<file path="src/rtl/mem_stage_ctrl_pkg.sv">
// Shared types for the MEM stage: datapath width, FSM encoding and the
// MEM/WB pipeline bundle.
package mem_stage_ctrl_pkg;

  localparam int WIDTH = 32;

  typedef enum logic {
    MEM_IDLE = 1'b0,
    MEM_BUSY = 1'b1
  } mem_state_e;

  typedef struct packed {
    logic             regwrite;
    logic             memtoreg;
    logic [WIDTH-1:0] aluout;
    logic [WIDTH-1:0] readdata;
    logic [4:0]       regaddr;
  } wb_bundle_t;

  function automatic logic is_word_aligned(input logic [WIDTH-1:0] addr);
    return addr[1:0] == 2'b00;
  endfunction

endpackage

</file>
<file path="src/rtl/mem_stage_ctrl_if.sv">
// Data-memory req/ack bus. The MEM stage is the master; the memory is the slave.
interface mem_stage_ctrl_if;

  logic                                 req;
  logic                                 we;
  logic [mem_stage_ctrl_pkg::WIDTH-1:0] addr;
  logic [mem_stage_ctrl_pkg::WIDTH-1:0] wdata;
  logic [mem_stage_ctrl_pkg::WIDTH-1:0] rdata;
  logic                                 ack;

  modport master (output req, we, addr, wdata, input rdata, ack);
  modport slave  (input req, we, addr, wdata, output rdata, ack);

endinterface

</file>
<file path="src/rtl/mem_stage_ctrl_mem2wb_reg.sv">
// MEM/WB pipeline register. A bubble loads an all-zero (no-op) bundle.
module mem2wb_reg
  import mem_stage_ctrl_pkg::*;
(
  input  logic       clk,
  input  logic       rst,
  input  logic       bubble_i,
  input  wb_bundle_t wb_d_i,
  output wb_bundle_t wb_q_o
);

  wb_bundle_t wb_q;

  // NOTE: reset is synchronous, so it lives inside the clocked branch and
  // is not in the sensitivity list; state uses non-blocking assignments.
  always_ff @(posedge clk) begin
    if (!rst) begin
      wb_q <= '0;
    end else if (bubble_i) begin
      wb_q <= '0;
    end else begin
      wb_q <= wb_d_i;
    end
  end

  assign wb_q_o = wb_q;

endmodule

</file>
<file path="src/rtl/mem_stage_ctrl.sv">
// MEM stage controller: issues loads/stores on the dmem bus with a timeout,
// stalls upstream while an access is outstanding, and feeds MEM/WB.
module mem_stage_ctrl
  import mem_stage_ctrl_pkg::*;
#(
  parameter int TIMEOUT = 16
) (
  input  logic                   clk,
  input  logic                   rst,
  input  logic                   regwrite_mem,
  input  logic                   memtoreg_mem,
  input  logic                   memwrite_mem,
  input  logic [WIDTH-1:0]       aluout_mem,
  input  logic [WIDTH-1:0]       writedata_mem,
  input  logic [4:0]             regaddr_mem,
  mem_stage_ctrl_if.master       dmem,
  output logic                   stall_mem,
  output logic                   regwrite_wb,
  output logic                   memtoreg_wb,
  output logic [WIDTH-1:0]       aluout_wb,
  output logic [WIDTH-1:0]       readdata_wb,
  output logic [4:0]             regaddr_wb,
  output logic                   misalign_err,
  output logic                   bus_err
);

  localparam int CW = $clog2(TIMEOUT);
  localparam logic [CW-1:0] CNT_LAST = CW'(TIMEOUT - 1);

  mem_state_e       state_q;
  logic [CW-1:0]    cnt_q;
  logic             req_q;
  logic             we_q;
  logic [WIDTH-1:0] addr_q;
  logic [WIDTH-1:0] wdata_q;
  logic             misalign_q;
  logic             bus_err_q;

  logic       memop;
  logic       aligned;
  logic       cnt_last;
  logic       wb_bubble;
  wb_bundle_t wb_d;
  wb_bundle_t wb_q;

  assign memop    = memtoreg_mem | memwrite_mem;
  assign aligned  = is_word_aligned(aluout_mem);
  assign cnt_last = (cnt_q == CNT_LAST);

  // NOTE: every always_comb output gets a default first so no path infers a latch.
  always_comb begin
    stall_mem = 1'b0;
    wb_bubble = 1'b0;
    wb_d      = '{regwrite: regwrite_mem, memtoreg: memtoreg_mem,
                  aluout: aluout_mem, readdata: '0, regaddr: regaddr_mem};
    unique case (state_q)
      MEM_IDLE: begin
        if (memop && aligned) begin
          stall_mem = 1'b1;
          wb_bubble = 1'b1;
        end else if (memop) begin
          wb_d.regwrite = 1'b0;
        end
      end
      MEM_BUSY: begin
        // Ack takes priority over a timeout landing in the same cycle.
        if (dmem.ack) begin
          if (memtoreg_mem) wb_d.readdata = dmem.rdata;
        end else if (cnt_last) begin
          wb_d.regwrite = 1'b0;
        end else begin
          stall_mem = 1'b1;
          wb_bubble = 1'b1;
        end
      end
      default: ;
    endcase
  end

  always_ff @(posedge clk) begin
    if (!rst) begin
      state_q    <= MEM_IDLE;
      cnt_q      <= '0;
      req_q      <= 1'b0;
      we_q       <= 1'b0;
      addr_q     <= '0;
      wdata_q    <= '0;
      misalign_q <= 1'b0;
      bus_err_q  <= 1'b0;
    end else begin
      unique case (state_q)
        MEM_IDLE: begin
          misalign_q <= memop && !aligned;
          bus_err_q  <= 1'b0;
          if (memop && aligned) begin
            state_q <= MEM_BUSY;
            cnt_q   <= '0;
            req_q   <= 1'b1;
            we_q    <= memwrite_mem;
            addr_q  <= aluout_mem;
            wdata_q <= writedata_mem;
          end
        end
        MEM_BUSY: begin
          misalign_q <= 1'b0;
          if (dmem.ack || cnt_last) begin
            state_q   <= MEM_IDLE;
            req_q     <= 1'b0;
            bus_err_q <= !dmem.ack;
          end else begin
            cnt_q     <= cnt_q + 1'b1;
            bus_err_q <= 1'b0;
          end
        end
        default: state_q <= MEM_IDLE;
      endcase
    end
  end

  mem2wb_reg u_mem2wb_reg (
    .clk      (clk),
    .rst      (rst),
    .bubble_i (wb_bubble),
    .wb_d_i   (wb_d),
    .wb_q_o   (wb_q)
  );

  assign dmem.req     = req_q;
  assign dmem.we      = we_q;
  assign dmem.addr    = addr_q;
  assign dmem.wdata   = wdata_q;
  assign misalign_err = misalign_q;
  assign bus_err      = bus_err_q;
  assign regwrite_wb  = wb_q.regwrite;
  assign memtoreg_wb  = wb_q.memtoreg;
  assign aluout_wb    = wb_q.aluout;
  assign readdata_wb  = wb_q.readdata;
  assign regaddr_wb   = wb_q.regaddr;

endmodule

</file>
<file path="src/flat_wrapper.sv">
// flat-port wrapper written by rule: the top's interface ports become plain ports
module mem_stage_ctrl_flat import mem_stage_ctrl_pkg::*;
#(
  parameter int TIMEOUT = 16
)
  (clk, rst, regwrite_mem, memtoreg_mem, memwrite_mem, aluout_mem, writedata_mem, regaddr_mem, stall_mem, regwrite_wb, memtoreg_wb, aluout_wb, readdata_wb, regaddr_wb, misalign_err, bus_err, dmem_req, dmem_we, dmem_addr, dmem_wdata, dmem_rdata, dmem_ack);
  mem_stage_ctrl_if dmem_i ();
  input  logic clk;
  input  logic rst;
  input  logic regwrite_mem;
  input  logic memtoreg_mem;
  input  logic memwrite_mem;
  input  logic [WIDTH-1:0] aluout_mem;
  input  logic [WIDTH-1:0] writedata_mem;
  input  logic [4:0] regaddr_mem;
  output logic stall_mem;
  output logic regwrite_wb;
  output logic memtoreg_wb;
  output logic [WIDTH-1:0] aluout_wb;
  output logic [WIDTH-1:0] readdata_wb;
  output logic [4:0] regaddr_wb;
  output logic misalign_err;
  output logic bus_err;
  output wire logic [$bits(dmem_i.req)-1:0] dmem_req;
  output wire logic [$bits(dmem_i.we)-1:0] dmem_we;
  output wire logic [$bits(dmem_i.addr)-1:0] dmem_addr;
  output wire logic [$bits(dmem_i.wdata)-1:0] dmem_wdata;
  input wire logic [$bits(dmem_i.rdata)-1:0] dmem_rdata;
  input wire logic [$bits(dmem_i.ack)-1:0] dmem_ack;
  assign dmem_req = dmem_i.req;
  assign dmem_we = dmem_i.we;
  assign dmem_addr = dmem_i.addr;
  assign dmem_wdata = dmem_i.wdata;
  assign dmem_i.rdata = dmem_rdata;
  assign dmem_i.ack = dmem_ack;
  mem_stage_ctrl #(.TIMEOUT(TIMEOUT)) u_core (.clk(clk), .rst(rst), .regwrite_mem(regwrite_mem), .memtoreg_mem(memtoreg_mem), .memwrite_mem(memwrite_mem), .aluout_mem(aluout_mem), .writedata_mem(writedata_mem), .regaddr_mem(regaddr_mem), .dmem(dmem_i), .stall_mem(stall_mem), .regwrite_wb(regwrite_wb), .memtoreg_wb(memtoreg_wb), .aluout_wb(aluout_wb), .readdata_wb(readdata_wb), .regaddr_wb(regaddr_wb), .misalign_err(misalign_err), .bus_err(bus_err));
endmodule
</file>
<file path="config.mk">
export PLATFORM = sky130hd
export DESIGN_NAME = mem_stage_ctrl_flat
export DESIGN_NICKNAME = d
export VERILOG_FILES = /design/src/rtl/mem_stage_ctrl_pkg.sv /design/src/rtl/mem_stage_ctrl_if.sv /design/src/rtl/mem_stage_ctrl_mem2wb_reg.sv /design/src/rtl/mem_stage_ctrl.sv /design/src/flat_wrapper.sv
export SDC_FILE = /design/constraint.sdc
export NUM_CORES = 1
export LEC_CHECK = 0
export BUFFER_PORTS_ARGS = -buffer_cell sky130_fd_sc_hd__buf_4
export CAP_MARGIN = 20
export CORE_ASPECT_RATIO = 0.5
export CORE_MARGIN = 4
export CORE_UTILIZATION = 40
export CTS_CLUSTER_SIZE = 25
export DETAILED_ROUTE_END_ITERATION = 8
export HOLD_SLACK_MARGIN = 0.06
export PLACE_DENSITY = 0.69
export SLEW_MARGIN = 20
export SYNTH_ARGS = -nofsm -noshare
export SYNTH_HDL_FRONTEND = slang
export SYNTH_SLANG_ARGS = --single-unit
</file>
<file path="constraint.sdc">
create_clock -name clk -period 1.5 [get_ports clk]
set_input_delay 0.3 -clock clk [delete_from_list [all_inputs] [get_ports clk]]
set_output_delay 0.3 -clock clk [all_outputs]
set_load 0.02 [all_outputs]
</file>
======== Yosys cells after proc, flatten, opt, wreduce, memory -nomap -nowiden ========
Cells that the tools add are included.
operators by class
  eq/ne operators ......................... 4
  reductions and logical operators ........ 11
  shift operators ......................... 0
  multipliers ............................. 0
  divide/modulo/power cells ............... 0
  mux-type cells .......................... 20
  order comparisons ....................... 0
  add/sub/neg operators ................... 1
  bitwise operators ....................... 5
operators by type and width
  kind                 count
  $pmux 1 s2           6
  $mux 1               11
  $mux 4               2
  $pmux 4 s2           1
  $reduce_and 2->1     3
  $reduce_or 5->1      1
  $add 4x1->4 const B  1
  $eq 4x4->1 const B   1
  $ne 2x2->1 const B   2
  $not 1->1            4
  $logic_and 1x1->1    2
  $logic_not 1->1      2
  $logic_not 2->1      1
  $ne 2x1->1 const B   1
  $reduce_or 2->1      1
  $logic_or 1x1->1     1
  $or 1x1->1           1
storage, ports and cells
  latch bits .............................. 0
  register bits after elaboration ......... 144
  memory bits (writable) .................. 0
  logic and storage cells ................. 54
  memories ................................ 0
  bits of input ports ..................... 107
  ROM bits ................................ 0
  output and inout port bits .............. 140

======== Logic depth before layout (Yosys ltp) ========
Gate-level depths: netlist of the first run.
  depth in word-level cells ............... 5
  depth in mapped cells ................... 5

======== Hierarchy ========
A second synthesis of the first run with hierarchy kept.
second synthesis, totals
  cell total of the unflattened synthesis .. 526
  area total of the unflattened synthesis .. 5426.5 um^2
modules (own cells, without submodules)
  module          area an instance (um^2)  times used  seq. area each (um^2)  cells an instance
  mem_stage_ctrl  3224.3                   1           1461.4                 370
  mem2wb_reg      2202.1                   1           1421.4                 156

======== Worst setup path after synthesis of the first run ========
OpenSTA, ideal clock, no wires.
  path kind ............................... register -> register
  from .................................... reg u_core.cnt_q[0]
  to ...................................... reg u_core.cnt_q[3]
  cell stages (with the launch flop) ...... 5
  required time ........................... 1351 ps
  data arrival time ....................... 1383 ps
  path slack .............................. -32 ps
  period minus slack after synthesis ...... 1532 ps
  buffers on the path ..................... 0
  cells stage by stage .................... dfxtp_1 -> ha_1 -> and3_1 -> o22ai_1 -> o221ai_1
between the ends
  cells in the longest elaborated chain, start to end .. 4
ends and longest elaborated chain
  item                                                                 RTL line               source
  from (decl)                                                          mem_stage_ctrl.sv:31   logic [CW-1:0] cnt_q;
  from (signal assigned)                                               mem_stage_ctrl.sv:111  cnt_q <= cnt_q + 1'b1;
  parallel branches: the longest is 4 deep, another holds $add 4x1->4  n/a
Parallel ways; which one is timed is not known. The select of a mux whose other input is x is not followed.
A chain may end at the register's enable or synchronous reset.

======== Worst setup path in the final report of the first run ========
  from .................................... reg u_core.cnt_q[0]
  to ...................................... out stall_mem
between the ends
  cells in the longest elaborated chain, start to end .. 4
ends and longest elaborated chain
  item        RTL line              source
  $eq 4x4->1  mem_stage_ctrl.sv:48  assign cnt_last = (cnt_q == CNT_LAST);
  $mux 1      mem_stage_ctrl.sv:69  end else if (cnt_last) begin
  $mux 1      mem_stage_ctrl.sv:67  if (dmem.ack) begin
  $pmux 1 s2  mem_stage_ctrl.sv:56  unique case (state_q)
  to (decl)   flat_wrapper.sv:16    output logic stall_mem;
No other way between the ends.

==> results of run 1 <==
## layout by cell type, fill, tap and decap left out, types with 5 or more instances in the layout
cell / count
a21oi_1: 67
and2_1: 65
buf_4: 267
buf_6: 5
clkbuf_16: 20
dfxtp_1: 141
nand2_1: 8
nand3_1: 65
o21ai_0: 55
o21ai_1: 8
## cell usage after synthesis (2+ instances only)
cell / instances
nand2_1: 8
a21oi_1: 67
o21ai_1: 8
nand3_1: 66
nor2_1: 2
clkbuf_2: 3
buf_2: 13
nand2b_1: 2
and4_1: 2
and3_1: 5
buf_6: 3
clkbuf_1: 22
dfxtp_1: 144
o221ai_1: 2
and2_1: 67
nor3_1: 4
o21ai_0: 55
o22ai_1: 3
## final cells by class
class | instances | area, sq um | area share
clock inverter | 14 | 170.2 | 0.02235
inverter | 1 | 3.754 | 0.0004930
clock buffer | 18 | 439.2 | 0.05768
sequential | 144 | 2889 | 0.3795
timing repair buffer | 278 | 2191 | 0.2878
multi-input combinational | 300 | 1722 | 0.2261
tap | 159 | 198.9 | 0.02613
## repair_timing
action	in CTS	in global routing
setup buffers	2	4
cloned	0	6
pin swaps	2	1
endpoints found under the setup margin	1	36
resized for setup	9	7
endpoints found under the hold margin	0	0
## worst reg2reg max path, delay by kind of cell (launching register included)
kind	cells	cell delay, ps
compound gates	1	320
fa+ha+maj	1	140
buf+inv	3	470
flops	1	350
simple gates	2	210
## kinds of logic after synthesis
| logic type | synth area share |
|---|---|
| xor gates and xnor gates | 0.001848 |
| adders and majority gates | 0.002639 |
| AOI/OAI and AO/OA | 0.1570 |
| and+or+nand+nor | 0.1874 |
| DFF | 0.6081 |
| buffers and inverters | 0.04302 |
## path summary, 6_finish.rpt
kind	end	slack [ps]	cells past startpoint
worst max-delay path	stall_mem	-120	4
worst min-delay path	u_core.u_mem2wb_reg.wb_q_o[22]$_SDFF_PP0_	90	2
worst min register to register	u_core.dmem.addr[4]$_SDFFE_PN0P_	470	2
worst max register to register	u_core.u_mem2wb_reg.wb_q_o[2]$_SDFF_PP0_	-50	7
## sequential cells by signal (all words and copies together) (netlist names)
register and cells:
u_core.state_q 1, u_core.bus_err 1, u_core.cnt_q 4, u_core.dmem.wdata 32, u_core.dmem.req 1, u_core.dmem.we 1, u_core.u_mem2wb_reg.wb_q_o 71, u_core.misalign_err 1
u_core.dmem.addr 32
## report_power, final
group          leakage, nW  internal [mW]  switching, mW
sequential            1.18           3.97         0.0561
combinational         1.93          0.563          0.619
clock                0.294           2.56           1.77
total                 3.40           7.09           2.44
## routing by layer
layer	vias to the layer above	wire length (um)
li1	2188	-
met1	2079	6405
met2	166	7183
met3	23	1176
met4	0	326
met5	-	0
==> run summary, run 1 <==
outcome: finished with violations
failing checks: setup timing
grt total ovfl: 0
EDFF count, synth: 0
Worst setup EP type: output pin
Placed Area: 0.006787 sq mm
CTS clock-pin slew for the worst setup and hold paths: 70 ps
Final Util: 0.6748
Finish-stage setup viols: 36
Synth Register Bits: 144
Crit path max-delay family: flip-flops
nets@finish: 850
max_cap viols: 0
root buffer cell: clkbuf_16
site row count: 27
critical path class: flip-flop to output pin
global-route met3 utilization: 0.06938
Setup TNS Final: -707.2 ps
core area: 0.01128 sq mm
final setup margin: -123.6 ps
worst vdd ir: 831.3 uV
post-route cell area: 0.007614 sq mm
Layout Cells excl Fill: 914
Synth top area share: 0.6081
Worst Path Max Fanout: 2
Syn-to-layout area delta: 60.60%
Final ANT Viol Nets: 0
setup slack at placement: 18.36 ps
global route hottest layer: met2
Yosys top cell by area: dfxtp_1
routability cong.: 0.7594
startpoint types: flip-flop
Mapped Nets: 595
crit path time final: 1624 ps
synthesized cell area: 0.004741 sq mm
initial antenna violation count: 0
Worst Max-Slew Pin Slew: 333.1 ps
Hold Slack: 87.25 ps
register area share after synthesis: 0.6081
Num Clock Sinks: 144
hpwl dp: 10230 um
CP cell instances: ha_4 > and3_4 > o22ai_4 > buf_6
Worst Clk Skew: 6.953 ps
slowest stage delay, CP: 340 ps
layout cell share with drive strength beyond 1: 0.4305
leakage power: 3.399 nW
first-pass GRT wire length: 22530 um
Area contributors post-synth: dfxtp_1 (61%), and2_1 (8.8%), a21oi_1 (7.1%)
RSZ-0062 raised after global routing: true
first-iteration detailed-routing DRC count: 281
min-delay src: dmem_rdata[17]
Design Power: 9.537 mW
Max-slew headroom: 0.7775
I/O pins: 247
Via density: 4.875
final hold vios: 0
Mean Syn Cell Area: 9.735 sq um
unique cell type count in the Yosys netlist: 29
Buffers & Inverters on Critical Path: 1
number of placed instances with taps included: 870
fin crit share: 1.082
Clock Tree Buf Depth: 2
crit path DAT: 1320 ps
largest net degree at the start of global routing: 49
Die Height: 84.98 um
Initial Utilization: 0.4202
vias in the first global route: 4297
Worst path slowest cell: dfxtp_2
DR vias: 4456
cts bufs inserted: 17
worst path required time: 1200 ps
# DRC: 0
dominant synthesized flop cell: dfxtp_1
per-cell routed wire length: 16.51 um
routing usage on met1: 0.2432
FILL cells: 900
max-slew violations: 0
gr usage total: 0.2030
worst hold path class: primary input to flip-flop
worst-skew pair later-pin latency: 410 ps
Worst Setup SP: u_core.cnt_q[0]$_SDFFE_PN0P_
router iterations before antenna repair: 7
routing usage on met2: 0.3431
die width: 162.0 um
H-tree Lvls: 4
Power Density: 1253 mW/mm^2
die area: 0.01376 sq mm
CTS tree: built
Diodes inserted: 0
Mapped Cells: 487
yosys warns: 0
Max Fclk: 0.6159 GHz
Worst R2R Start: u_core.cnt_q[1]$_SDFFE_PN0P_
Total Wirelength: 15090 um
I/O Buffers: 246
Async S/R FF share, synth: 0
CTS Hold Buffers Added: 0
Note: power is estimated with default switching activity, not from simulation.
==> run 2: changes to the inputs <==
Settings changed: SETUP_SLACK_MARGIN set to 0.1.
==> run summary, run 2 (synthesis results as in run 1) <==
first-iteration detailed-routing DRC count: 278 (was 281)
I/O pins: 247 (unchanged)
cts bufs inserted: 17 (unchanged)
fin crit share: 1.081 (was 1.082)
Via density: 4.867 (was 4.875)
CTS Hold Buffers Added: 0 (unchanged)
worst vdd ir: 838.4 uV (was 831.3 uV)
root buffer cell: clkbuf_16 (unchanged)
commonest non-fill, non-tap cell in the layout: buf_4 (unchanged)
Max Fclk: 0.6167 GHz (was 0.6159 GHz)
Placed Area: 0.006787 sq mm (unchanged)
H-tree Lvls: 4 (unchanged)
Total Wirelength: 15280 um (was 15090 um)
gr usage total: 0.2097 (was 0.2030)
vias in the first global route: 4362 (was 4297)
Syn-to-layout area delta: 62.76% (was 60.60%)
crit path DAT: 1320 ps (about the same)
Clock Tree Buf Depth: 2 (unchanged)
router iterations before antenna repair: 4 (was 7)
per-cell routed wire length: 16.66 um (was 16.51 um)
routability cong.: 0.7594 (unchanged)
Initial Utilization: 0.4202 (unchanged)
max-slew violations: 0 (unchanged)
logic gate share of total power: 0.129 (was 0.124)
first-pass GRT wire length: 23140 um (was 22530 um)
Power Density: 1244 mW/mm^2 (was 1253 mW/mm^2)
hold path cells: 2 (unchanged)
R2R cell count: 8 (was 7)
clock network fraction of design power: 0.452 (was 0.454)
Max-slew headroom: 0.8016 (was 0.7775)
Seq pwr share: 0.420 (was 0.422)
core area: 0.01128 sq mm (unchanged)
Finish-stage setup viols: 36 (unchanged)
CTS tree: built (unchanged)
I/O Buffers: 246 (unchanged)
die area: 0.01376 sq mm (unchanged)
Sw Share: 0.2564 (was 0.2563)
outcome: finished with violations (unchanged)
max_cap viols: 0 (unchanged)
crit path time final: 1621 ps (was 1624 ps)
site row count: 27 (unchanged)
Die Height: 84.98 um (unchanged)
Diodes inserted: 0 (unchanged)
CTS clock-pin slew for the worst setup and hold paths: 70 ps (about the same)
startpoint types: flip-flop (unchanged)
Pint: 7.137 mW (was 7.093 mW)
grt total ovfl: 0 (unchanged)
failing checks: setup timing (unchanged)
hpwl dp: 10230 um (unchanged)
Final ANT Viol Nets: 0 (unchanged)
RR Endpoint: u_core.u_mem2wb_reg.wb_q_o[49]$_SDFF_PP0_ (was u_core.u_mem2wb_reg.wb_q_o[2]$_SDFF_PP0_)
worst-skew pair later-pin latency: 410 ps (about the same)
most frequent cells in the layout: buf_4 (266), dfxtp_1 (141), a21oi_1 (67), and2_1 (65), nand3_1 (65) (was buf_4 (267), dfxtp_1 (141), a21oi_1 (67), and2_1 (65), nand3_1 (65))
Layout Cells excl Fill: 917 (was 914)
Worst R2R Start: u_core.cnt_q[1]$_SDFFE_PN0P_ (unchanged)
Design Power: 9.599 mW (was 9.537 mW)
Worst setup EP type: output pin (unchanged)
DR vias: 4463 (was 4456)
Worst Max-Slew Pin Slew: 297.6 ps (was 333.1 ps)
RSZ-0062 raised after global routing: true (unchanged)
number of placed instances with taps included: 870 (unchanged)
initial antenna violation count: 0 (unchanged)
max FFs per register: 71 (unchanged)
nets@finish: 853 (was 850)
Num Clock Sinks: 144 (unchanged)
critical path class: flip-flop to output pin (unchanged)
leakage power: 3.447 nW (was 3.399 nW)
final setup margin: -121.5 ps (was -123.6 ps)
flop2flop setup slack: -110 ps (was -50 ps)
final hold vios: 0 (unchanged)
min-delay src: dmem_rdata[17] (unchanged)
layout cell share with drive strength beyond 1: 0.4340 (was 0.4305)
largest net degree at the start of global routing: 49 (unchanged)
die width: 162.0 um (unchanged)
worst hold path class: primary input to flip-flop (unchanged)
Net Sw Power: 2.461 mW (was 2.444 mW)
Worst Path Max Fanout: 2 (unchanged)
# DRC: 0 (unchanged)
Worst Clk Skew: 8.995 ps (was 6.953 ps)
worst path required time: 1200 ps (about the same)
post-route cell area: 0.007716 sq mm (was 0.007614 sq mm)
worst hold endpoint: u_core.u_mem2wb_reg.wb_q_o[22]$_SDFF_PP0_ (unchanged)
run 2: cell count changes in the layout (fill, tap and decap cells not counted), sizes merged:
cell / previous run / this run
buf: 275 / 277
bufbuf: 0 / 1
run 2: worst max-delay path by stage:
| stage | from | to | cells past startpoint |
|---|---|---|---|
| after floorplan | u_core.cnt_q[0]$_SDFFE_PN0P_ | u_core.u_mem2wb_reg.wb_q_o[0]$_SDFF_PP0_ | 5 |
| after global placement | aluout_mem[0] | stall_mem | 4 |
| after detailed placement | u_core.cnt_q[1]$_SDFFE_PN0P_ | u_core.u_mem2wb_reg.wb_q_o[2]$_SDFF_PP0_ | 5 |
| after CTS | u_core.cnt_q[1]$_SDFFE_PN0P_ | stall_mem | 4 |
| after global routing | u_core.cnt_q[1]$_SDFFE_PN0P_ | stall_mem | 4 |
| final | u_core.cnt_q[0]$_SDFFE_PN0P_ | stall_mem | 4 |
run 2: routing by layer:
layer | vias up | wire length [um] | global-route usage
met5 | - | 0 | 0
met4 | 0 | 287 | 0.07368
met3 | 22 | 1178 | 0.06938
met2 | 164 | 7417 | 0.3537
met1 | 2082 | 6395 | 0.2537
li1 | 2195 | - | -
run 2: critical path, cell delays in order (launching register included):
cell and delay [ps]:
dfxtp_2 340, ha_4 160, and3_4 180, o22ai_4 110, buf_6 140
run 2: final cells by class:
type	count	area [sq um]
fill	883	3567
sequential	144	2889
timing repair buffer	281	2291
multi-input combinational	300	1724
clock buffer	18	439.2
tap	159	198.9
clock inverter	14	170.2
inverter	1	3.754
run 2: repair_timing:
| item | in CTS | in global routing |
|---|---|---|
| cloned | 3 | 3 |
| setup buffers | 5 | 4 |
| gates resized for setup | 14 | 8 |
| setup endpoints to repair | 39 | 42 |
| pin swaps | 2 | 1 |
run 2: power by group through the flow:
stage	Combinational (mW)	Clock, mW	Sequential (mW)
finish	1.24	4.33	4.03
global route	1.32	4.60	4.04
CTS	1.18	4.41	4.03
detailed placement	1.10	0	4.11
global placement	1.10	0	4.11
floorplan	0.333	0	4.29
run 2: metrics by stage:
| stage | hold slack (ps) | utilization | worst slack (ps) | setup TNS [ps] |
|---|---|---|---|---|
| floorplan | 421.7 | - | 118.6 | 0 |
| global placement | 460.9 | 0.6015 | 91.96 | 0 |
| detailed placement | 467.8 | 0.6015 | 18.36 | 0 |
| CTS | 73.27 | 0.6723 | -137.3 | -934.8 |
| global route | 68.66 | 0.6839 | -175.0 | -4983 |
| finish | 88.86 | 0.6839 | -121.5 | -2618 |
